[src/rtl/calc_mem_arbiter.sv]
// calc_mem_arbiter: lockable two-way round-robin arbiter in front of the calculator's single-port memory
package calculator_pkg;
  localparam int ADDR_W = 10;
  localparam int MEM_WORD_SIZE = 32;
endpackage

module calc_mem_arbiter #(
  parameter int ADDR_W = calculator_pkg::ADDR_W,
  parameter int MEM_WORD_SIZE = calculator_pkg::MEM_WORD_SIZE
) (
  input  logic                     clk_i,
  input  logic                     rst_i,
  input  logic                     r0_req_i,
  input  logic                     r0_we_i,
  input  logic                     r0_lock_i,
  input  logic [ADDR_W-1:0]        r0_addr_i,
  input  logic [MEM_WORD_SIZE-1:0] r0_wdata_i,
  output logic                     r0_gnt_o,
  output logic                     r0_rvalid_o,
  output logic [MEM_WORD_SIZE-1:0] r0_rdata_o,
  input  logic                     r1_req_i,
  input  logic                     r1_we_i,
  input  logic                     r1_lock_i,
  input  logic [ADDR_W-1:0]        r1_addr_i,
  input  logic [MEM_WORD_SIZE-1:0] r1_wdata_i,
  output logic                     r1_gnt_o,
  output logic                     r1_rvalid_o,
  output logic [MEM_WORD_SIZE-1:0] r1_rdata_o,
  output logic                     mem_read_n_o,
  output logic                     mem_write_n_o,
  output logic [ADDR_W-1:0]        mem_addr_o,
  output logic [MEM_WORD_SIZE-1:0] mem_wdata_o,
  input  logic [MEM_WORD_SIZE-1:0] mem_rdata_i
);
  logic r_last, r_lock, r_owner;
  logic r_s1_v, r_s1_rd, r_s1_id, r_s2_v, r_s2_rd, r_s2_id;
  logic [MEM_WORD_SIZE-1:0] r_rdata0, r_rdata1;
  logic w_hold, w_g0, w_g1, w_any, w_we, w_lk, w_ret0, w_ret1;
  logic [ADDR_W-1:0] w_addr;
  logic [MEM_WORD_SIZE-1:0] w_wdata;
  // A held lock only blocks the other side while its owner keeps requesting
  assign w_hold = r_lock & (r_owner ? r1_req_i : r0_req_i);
  assign w_g0 = ~rst_i & (w_hold ? ~r_owner : r0_req_i & (~r1_req_i | r_last));
  assign w_g1 = ~rst_i & (w_hold ? r_owner : r1_req_i & (~r0_req_i | ~r_last));
  assign w_any = w_g0 | w_g1;
  assign w_we = w_g1 ? r1_we_i : r0_we_i;
  assign w_lk = w_g1 ? r1_lock_i : r0_lock_i;
  assign w_addr = w_g1 ? r1_addr_i : r0_addr_i;
  assign w_wdata = w_g1 ? r1_wdata_i : r0_wdata_i;
  assign r0_gnt_o = w_g0;
  assign r1_gnt_o = w_g1;
  assign w_ret0 = r_s2_v & r_s2_rd & ~r_s2_id;
  assign w_ret1 = r_s2_v & r_s2_rd & r_s2_id;
  assign r0_rvalid_o = w_ret0;
  assign r1_rvalid_o = w_ret1;
  assign r0_rdata_o = w_ret0 ? mem_rdata_i : r_rdata0;
  assign r1_rdata_o = w_ret1 ? mem_rdata_i : r_rdata1;
  always_ff @(posedge clk_i) begin
    if (rst_i) begin
      r_last <= 1'b1;
      r_lock <= 1'b0;
      r_owner <= 1'b0;
      {r_s1_v, r_s1_rd, r_s1_id, r_s2_v, r_s2_rd, r_s2_id} <= '0;
      r_rdata0 <= '0;
      r_rdata1 <= '0;
      mem_read_n_o <= 1'b1;
      mem_write_n_o <= 1'b1;
      mem_addr_o <= '0;
      mem_wdata_o <= '0;
    end else begin
      if (w_any) begin
        r_last <= w_g1;
        r_lock <= w_lk;
        r_owner <= w_g1;
      end else if (r_lock) begin
        r_lock <= 1'b0;
      end
      mem_read_n_o <= ~(w_any & ~w_we);
      mem_write_n_o <= ~(w_any & w_we);
      if (w_any) mem_addr_o <= w_addr;
      if (w_any & w_we) mem_wdata_o <= w_wdata;
      {r_s1_v, r_s1_rd, r_s1_id} <= {w_any, ~w_we, w_g1};
      {r_s2_v, r_s2_rd, r_s2_id} <= {r_s1_v, r_s1_rd, r_s1_id};
      if (w_ret0) r_rdata0 <= mem_rdata_i;
      if (w_ret1) r_rdata1 <= mem_rdata_i;
    end
  end
endmodule

[config.mk]
export PLATFORM = sky130hd
export DESIGN_NAME = calc_mem_arbiter
export DESIGN_NICKNAME = d
export VERILOG_FILES = /design/src/rtl/calc_mem_arbiter.sv
export SDC_FILE = /design/constraint.sdc
export NUM_CORES = 1
export LEC_CHECK = 0
export ABC_AREA = 0
export CORE_MARGIN = 3
export CORE_UTILIZATION = 55
export CTS_CLUSTER_DIAMETER = 40
export DETAILED_ROUTE_END_ITERATION = 12
export DONT_BUFFER_PORTS = 1
export PLACE_DENSITY = 0.82
export SLEW_MARGIN = 20
export SYNTH_ARGS = -nofsm -noshare
export SYNTH_HDL_FRONTEND = slang
export SYNTH_SLANG_ARGS = --single-unit
[constraint.sdc]
create_clock -name clk_i -period 2.26 [get_ports clk_i]
set_clock_uncertainty 0.2 [all_clocks]
set_input_delay 0.339 -clock clk_i [delete_from_list [all_inputs] [get_ports clk_i]]
set_output_delay 0.339 -clock clk_i [all_outputs]
set_load 0.01 [all_outputs]
==> out/qor.csv, run 1 <==
metric,value,unit
largest cells by area after synthesis,"dfxtp_1, mux2_2, and2_1",
hold_buf cts,124,
postcts setup bufs,4,
DIE HEIGHT,102,µm
initial cell density of the core,57.7,%
Post-synth EDFFs,0,
cell row count,34,
leading area contributor after synthesis,dfxtp_1,
CTS resizes,3,
top_reg_cell synth,dfxtp_1,
Mean Syn Cell Area,10.0,µm²
H-tree depth,4,
share of the synthesized area in the top cell type,45.9,%
GPL Wtd Cong,0.851,
Clock Sinks,117,
register area share after synthesis,45.9,%
Longest Clk Path Bufs,2,
last stage reached,clock tree synthesis (4_1_cts),
hpwl dp,8850,µm
Synth async-reset ratio,0,%
Mapped Cells,509,
TritonCTS buffer count,17,
status,stopped before the end,
"count leader, synth",dfxtp_1,
Yosys reg bits,117,
Synth Warn #,0,
Syn Nets,633,
io pins,236,
chip width,102,µm
Unique masters post-synth,38,
synth cell count leaders,"dfxtp_1, and2_1, mux2_2, nand3_1, a31oi_1",
cell area after synthesis,0.00510,mm²
I/O Buffers,0,
clk root buf,clkbuf_8,
Err,[ERROR RSZ-0060] Max buffer count reached.,
-- kinds of logic after synthesis --
| group | synth area share [%] |
|---|---|
| AOI/OAI and AO/OA | 16.5 |
| buffers and inverters | 5.35 |
| DFF | 45.9 |
| muxes | 14.1 |
| and+or+nand+nor | 18.1 |
-- metrics by stage --
step	utilization, %	instances	instance area [µm²]	setup WS [ps]	hold slack [ps]
floorplan	-	509	5100	590	211
global placement	58.2	579	5150	230	213
detailed placement	58.2	579	5150	108	214
==> run 2, diff against run 1 <==
- CORE_UTILIZATION: 55 -> 40
- CTS_CLUSTER_DIAMETER: 40 -> unset
- PLACE_DENSITY: 0.82 -> unset
- PLACE_DENSITY_LB_ADDON: unset -> 0.15
==> out/qor.csv, run 2 <==
metric,value,unit
status,"complete, no violations",
total core area,0.0123,mm²
cell row count,40,
P per Cell Area,773,mW/mm²
TritonCTS buffer count,17,
Routed Antenna Nets,0,
final WL,14600,µm
Reg area,0.00234,mm²
total power,5.13,mW
# DRC,0,
Syn Nets,633,
RSZ-0062 raised after global routing,false,
chip width,119,µm
"most common cell after layout, fill and taps aside",dfxtp_1,
multi-input logic area,0.00251,mm²
"count leader, synth",dfxtp_1,
CP required,1720,ps
Max VDD drop,434,µV
DR WL/cell,19.2,µm
Synth Area in Simple Gates,18.1,%
FF-to-FF setup slack,100,ps
Post-synth EDFFs,0,
cell area after synthesis,0.00510,mm²
initial cell density of the core,41.6,%
leading area contributor after synthesis,dfxtp_1,
Clock Sinks,117,
Longest Clk Path Bufs,2,
Fill cells,1068,
largest net degree at the start of global routing,91,
fin. max-slew vios,0,
io pins,236,
Mapped Cells,509,
Worst EP arrival,1630,ps
Synth async-reset ratio,0,%
largest cells by area after synthesis,"dfxtp_1, mux2_2, and2_1",
H-tree depth,4,
Unique masters post-synth,38,
TNS Setup,0,ps
compound-cell area share of the yosys netlist,16.5,%
"slowest stage delay, CP",430,ps
Critical Path Fanout Max,33,
Setup-failing EPs final,0,
post-synthesis xor/xnor area fraction,0,%
CTS tree,yes,
first-pass GRT wire length,23100,µm
Hold Path End,r_lock,
DIE HEIGHT,119,µm
Mean Syn Cell Area,10.0,µm²
synth cell count leaders,"dfxtp_1, and2_1, mux2_2, nand3_1, a31oi_1",
Critical R2R Capture,mem_read_n_o,
max-cap viol count,0,
Hold Fails Final Rpt,0,
Fmax,461,MHz
Crit Path Class,register to primary output,
DR vias,4377,
GRT Total Usage,20.3,%
register area share after synthesis,45.9,%
reg2reg start,r_lock,
largest family of logic cells by synthesized area,simple AND/OR/NAND/NOR gates,
Vias/cell,5.73,
Static Leak,2.66,nW
final net count,708,
crit end category,primary output,
TritonRoute pass-1 iters,4,
drt first-iter violations,302,
top_reg_cell synth,dfxtp_1,
share of cells above drive strength 1,18.5,%
Final min period,2170,ps
Yosys reg bits,117,
"Remaining Overflow, GRT",0,
Worst-Skew Late Latency,410,ps
worst min-delay path class,input pin to register,
fin crit share,95.9,%
clk root buf,clkbuf_16,
r2r worst-path depth,6,
Worst path slowest cell,mux2_2,
Post-Synth Adder-Cell Area,0,%
final core occ,54.1,%
"CTS clk-pin slew, worst paths",50,ps
initial antenna violation count,0,
PnR worst setup slack,91.9,ps
Tightest Pin Transition,832,ps
most frequent cells in the layout,"dfxtp_1, dlygate4sd3_1, and2_1",
hpwl dp,9200,µm
dpl ws,184,ps
largest registers,"mem_wdata_o (32), r_rdata0 (32), r_rdata1 (32)",
Worst Setup Start Kind,register,
Cells on Worst Hold Path,3,
I/O Buffers,0,
area delta synth->final,30.0,%
share of the synthesized area in the top cell type,45.9,%
post-synthesis mux area share,14.1,%
crit path cell chain,nand3b_4 -> buf_6 -> mux2_2,
vias in the first global route,4589,
die area,0.0141,mm²
GPL Wtd Cong,0.860,
Synth Warn #,0,
worst rel slew slack,44.5,%
Hold Crit Start,rst_i,
-- run 2: cell counts after synthesis --
Identical to the previous run, type by type.
-- run 2: worst max path at each step --
stage	startpoint	to	depth (start not counted)
after floorplan	r_lock	r1_gnt_o	5
after global placement	r_lock	mem_addr_o[3]	5
after detailed placement	r_lock	mem_addr_o[2]	5
after CTS	r_s2_id	r0_rdata_o[15]	3
after global routing	r_s2_id	r0_rdata_o[18]	3
final	r_s2_id	r0_rdata_o[30]	3
-- run 2: final cells by class --
type	instances	share of cell area, %
multi-input cells	336	37.8
flip-flops and latches	117	35.3
repair buffers	107	15.8
clock buffers	24	7.11
well taps	168	3.17
clock inverters	6	0.453
inverters	5	0.283
diodes	1	0.0377
-- run 2: through the flow --
step | cells | instance area (µm²) | hold slack [ps]
after CTS | 763 | 6630 | 1.22
after global placement | 643 | 5230 | 213
after floorplan | 509 | 5100 | 211
after detailed placement | 643 | 5230 | 214
after global routing | 763 | 6630 | 6.68
final | 764 | 6630 | 12.3
-- run 2: critical path, delay by kind of cell (launching register included) --
| kind | cells | cell delay [ps] |
|---|---|---|
| DFF | 1 | 340 |
| buffers and inverters | 1 | 300 |
| and+or+nand+nor | 1 | 130 |
| muxes | 1 | 430 |
-- run 2: layer usage --
metal	GRT usage, %	up-vias	share of wire (%)
met4	9.99	0	3.0
met3	8.02	42	9.6
met5	0	-	0
met1	21.2	2090	37
li1	-	2022	-
met2	35.6	223	50
-- run 2: timing repair --
item | CTS | global route
hold buffers | 87 | 0
endpoints found under the setup margin | 33 | 0
setup buffers | 3 | 0
hold endpoints to repair | 50 | 0
gates resized for setup | 1 | 0
-- run 2: cell families after synthesis --
logic type      Yosys count
flops                   117
simple gates            153
mux                      64
compound gates          119
buf+inv                  56
-- run 2: report_power, final --
group	total [mW]	switching, mW	internal [mW]
combinational	0.564	0.301	0.263
sequential	2.28	0.113	2.17
clock	2.28	0.852	1.43
total	5.13	1.27	3.86
(Power assumes the default switching activity.)
==> run 3, diff against run 2 <==
--- a/config.mk
+++ b/config.mk
@@ -11,4 +11,5 @@
 export DETAILED_ROUTE_END_ITERATION = 12
 export DONT_BUFFER_PORTS = 1
+export MAX_ROUTING_LAYER = met4
 export PLACE_DENSITY_LB_ADDON = 0.15
 export SLEW_MARGIN = 20
--- a/constraint.sdc
+++ b/constraint.sdc
@@ -3,3 +3,3 @@
 set_input_delay 0.339 -clock clk_i [delete_from_list [all_inputs] [get_ports clk_i]]
 set_output_delay 0.339 -clock clk_i [all_outputs]
-set_load 0.01 [all_outputs]
+set_load 0.005 [all_outputs]
==> out/qor.csv, run 3 (synthesis results as in run 2) <==
metric,value,unit
Longest Clk Path Bufs,2,
Vias/cell,5.68,
DIE HEIGHT,119,µm
TNS Setup,0,ps
DP Area,0.00521,mm²
final WL,14200,µm
initial antenna violation count,0,
largest registers,"mem_wdata_o (32), r_rdata0 (32), r_rdata1 (32)",
worst rel slew slack,48.5,%
H-tree depth,4,
initial cell density of the core,41.6,%
Static Leak,2.66,nW
first-pass GRT wire length,22300,µm
DR WL/cell,18.8,µm
vias in the first global route,4380,
fin. max-slew vios,0,
Clock Sinks,117,
total core area,0.0123,mm²
Setup-failing EPs final,0,
multi-input logic area,0.00253,mm²
TritonCTS buffer count,17,
final design area excluding fillers,0.00660,mm²
Post-Place Cells,638,
"slowest stage delay, CP",430,ps
Post-Layout Cell Count,754,
drt first-iter violations,300,
"Remaining Overflow, GRT",0,
Fill cells,1104,
Tightest Pin Transition,771,ps
GRT Total Usage,20.2,%
Max VDD drop,348,µV
CP Buf/Inv Count,1,
Hold Fails Final Rpt,0,
Worst-Skew Late Latency,400,ps
CP required,1720,ps
Fmax,464,MHz
hpwl dp,8800,µm
share of cells above drive strength 1,18.2,%
Reg area,0.00234,mm²
clk root buf,clkbuf_16,
max-cap viol count,0,
die area,0.0141,mm²
Worst Setup Start Kind,register,
P per Cell Area,783,mW/mm²
Routed Antenna Nets,0,
TritonRoute pass-1 iters,4,
cell row count,40,
Worst EP arrival,1610,ps
Final min period,2150,ps
Worst path top cell family by delay,flip-flops,
most frequent cells in the layout,"dfxtp_1, dlygate4sd3_1, and2_1",
fin crit share,95.3,%
chip width,119,µm
final net count,696,
io pins,236,
Worst path slowest cell,dfxtp_1,
GPL Wtd Cong,0.777,
area delta synth->final,29.4,%
crit path cell chain,nand2b_2 -> a21oi_4 -> buf_4 -> nor2_1,
crit end category,primary output,
I/O Buffers,0,
# DRC,0,
"CTS clk-pin slew, worst paths",50,ps
CTS tree,yes,
largest net degree at the start of global routing,93,
Critical Path Fanout Max,24,
status,"complete, no violations",
worst min-delay path class,input pin to register,
RSZ-0062 raised after global routing,false,
DR vias,4285,
Crit Path Class,register to primary output,
"most common cell after layout, fill and taps aside",dfxtp_1,
==> run 3: cell types whose count changed in the layout (fill, tap and decap cells not counted) <==
cell	change
buf_4	-9
clkinv_2	-4
clkinvlp_4	+1
diode_2	+1
buf_6	+1
clkbuf_1	+1
clkbuf_8	+3
dfxtp_1	-1
dlygate4sd3_1	-7
buf_12	+2
nand3b_4	+1
dfxtp_2	+1
==> run 3: area by class of cell <==
type | count | share of cell area (%)
antenna | 2 | 0.0758
timing repair buffer | 94 | 14.6
clock buffer | 28 | 7.83
clock inverter | 3 | 0.265
tap | 168 | 3.18
multi-input combinational | 337 | 38.3
sequential | 117 | 35.5
inverter | 5 | 0.284
==> run 3: report_power, final <==
| group | switching [mW] | total, mW | internal [mW] |
|---|---|---|---|
| combinational | 0.285 | 0.538 | 0.253 |
| clock | 0.846 | 2.38 | 1.54 |
| sequential | 0.0830 | 2.25 | 2.17 |
| total | 1.21 | 5.17 | 3.96 |
==> run 3: layer usage <==
| layer | up-vias | routed length [µm] | track usage, % |
|---|---|---|---|
| li1 | 1998 | - | - |
| met1 | 2057 | 5510 | 21.6 |
| met2 | 201 | 7240 | 33.2 |
| met3 | 29 | 1180 | 7.74 |
| met4 | 0 | 281 | 8.98 |
| met5 | - | 0 | - |
==> run 3: path summary, 6_finish.rpt <==
path	depth (start not counted)	end	startpoint	slack (ps)
worst max-delay path	4	r1_gnt_o	r_lock	110
worst min register to register	2	mem_addr_o[3]	mem_addr_o[3]	320
worst max register to register	6	mem_read_n_o	r_lock	120
worst min-delay path	2	mem_addr_o[6]	r0_addr_i[6]	20
==> run 3: metrics by stage <==
stage / hold WS, ps / power [mW] / util, % / setup WS, ps
finish: 21.0 / 5.17 / 53.8 / 106
global route: 4.52 / 5.38 / 53.8 / 14.7
CTS: 1.33 / 5.22 / 53.6 / 13.8
detailed placement: 214 / 2.70 / 42.5 / 311
global placement: 214 / 2.69 / 42.3 / 78.9
floorplan: 211 / 2.61 / - / 634
==> run 3: timing repair <==
action / in CTS / in global routing
gates resized for setup: 2 / 0
pin swaps: 1 / 2
gates cloned: 1 / 0
endpoints found under the hold margin: 50 / 0
hold buffers: 80 / 0
buffers inserted: 0 / 2
setup endpoints to repair: 24 / 18
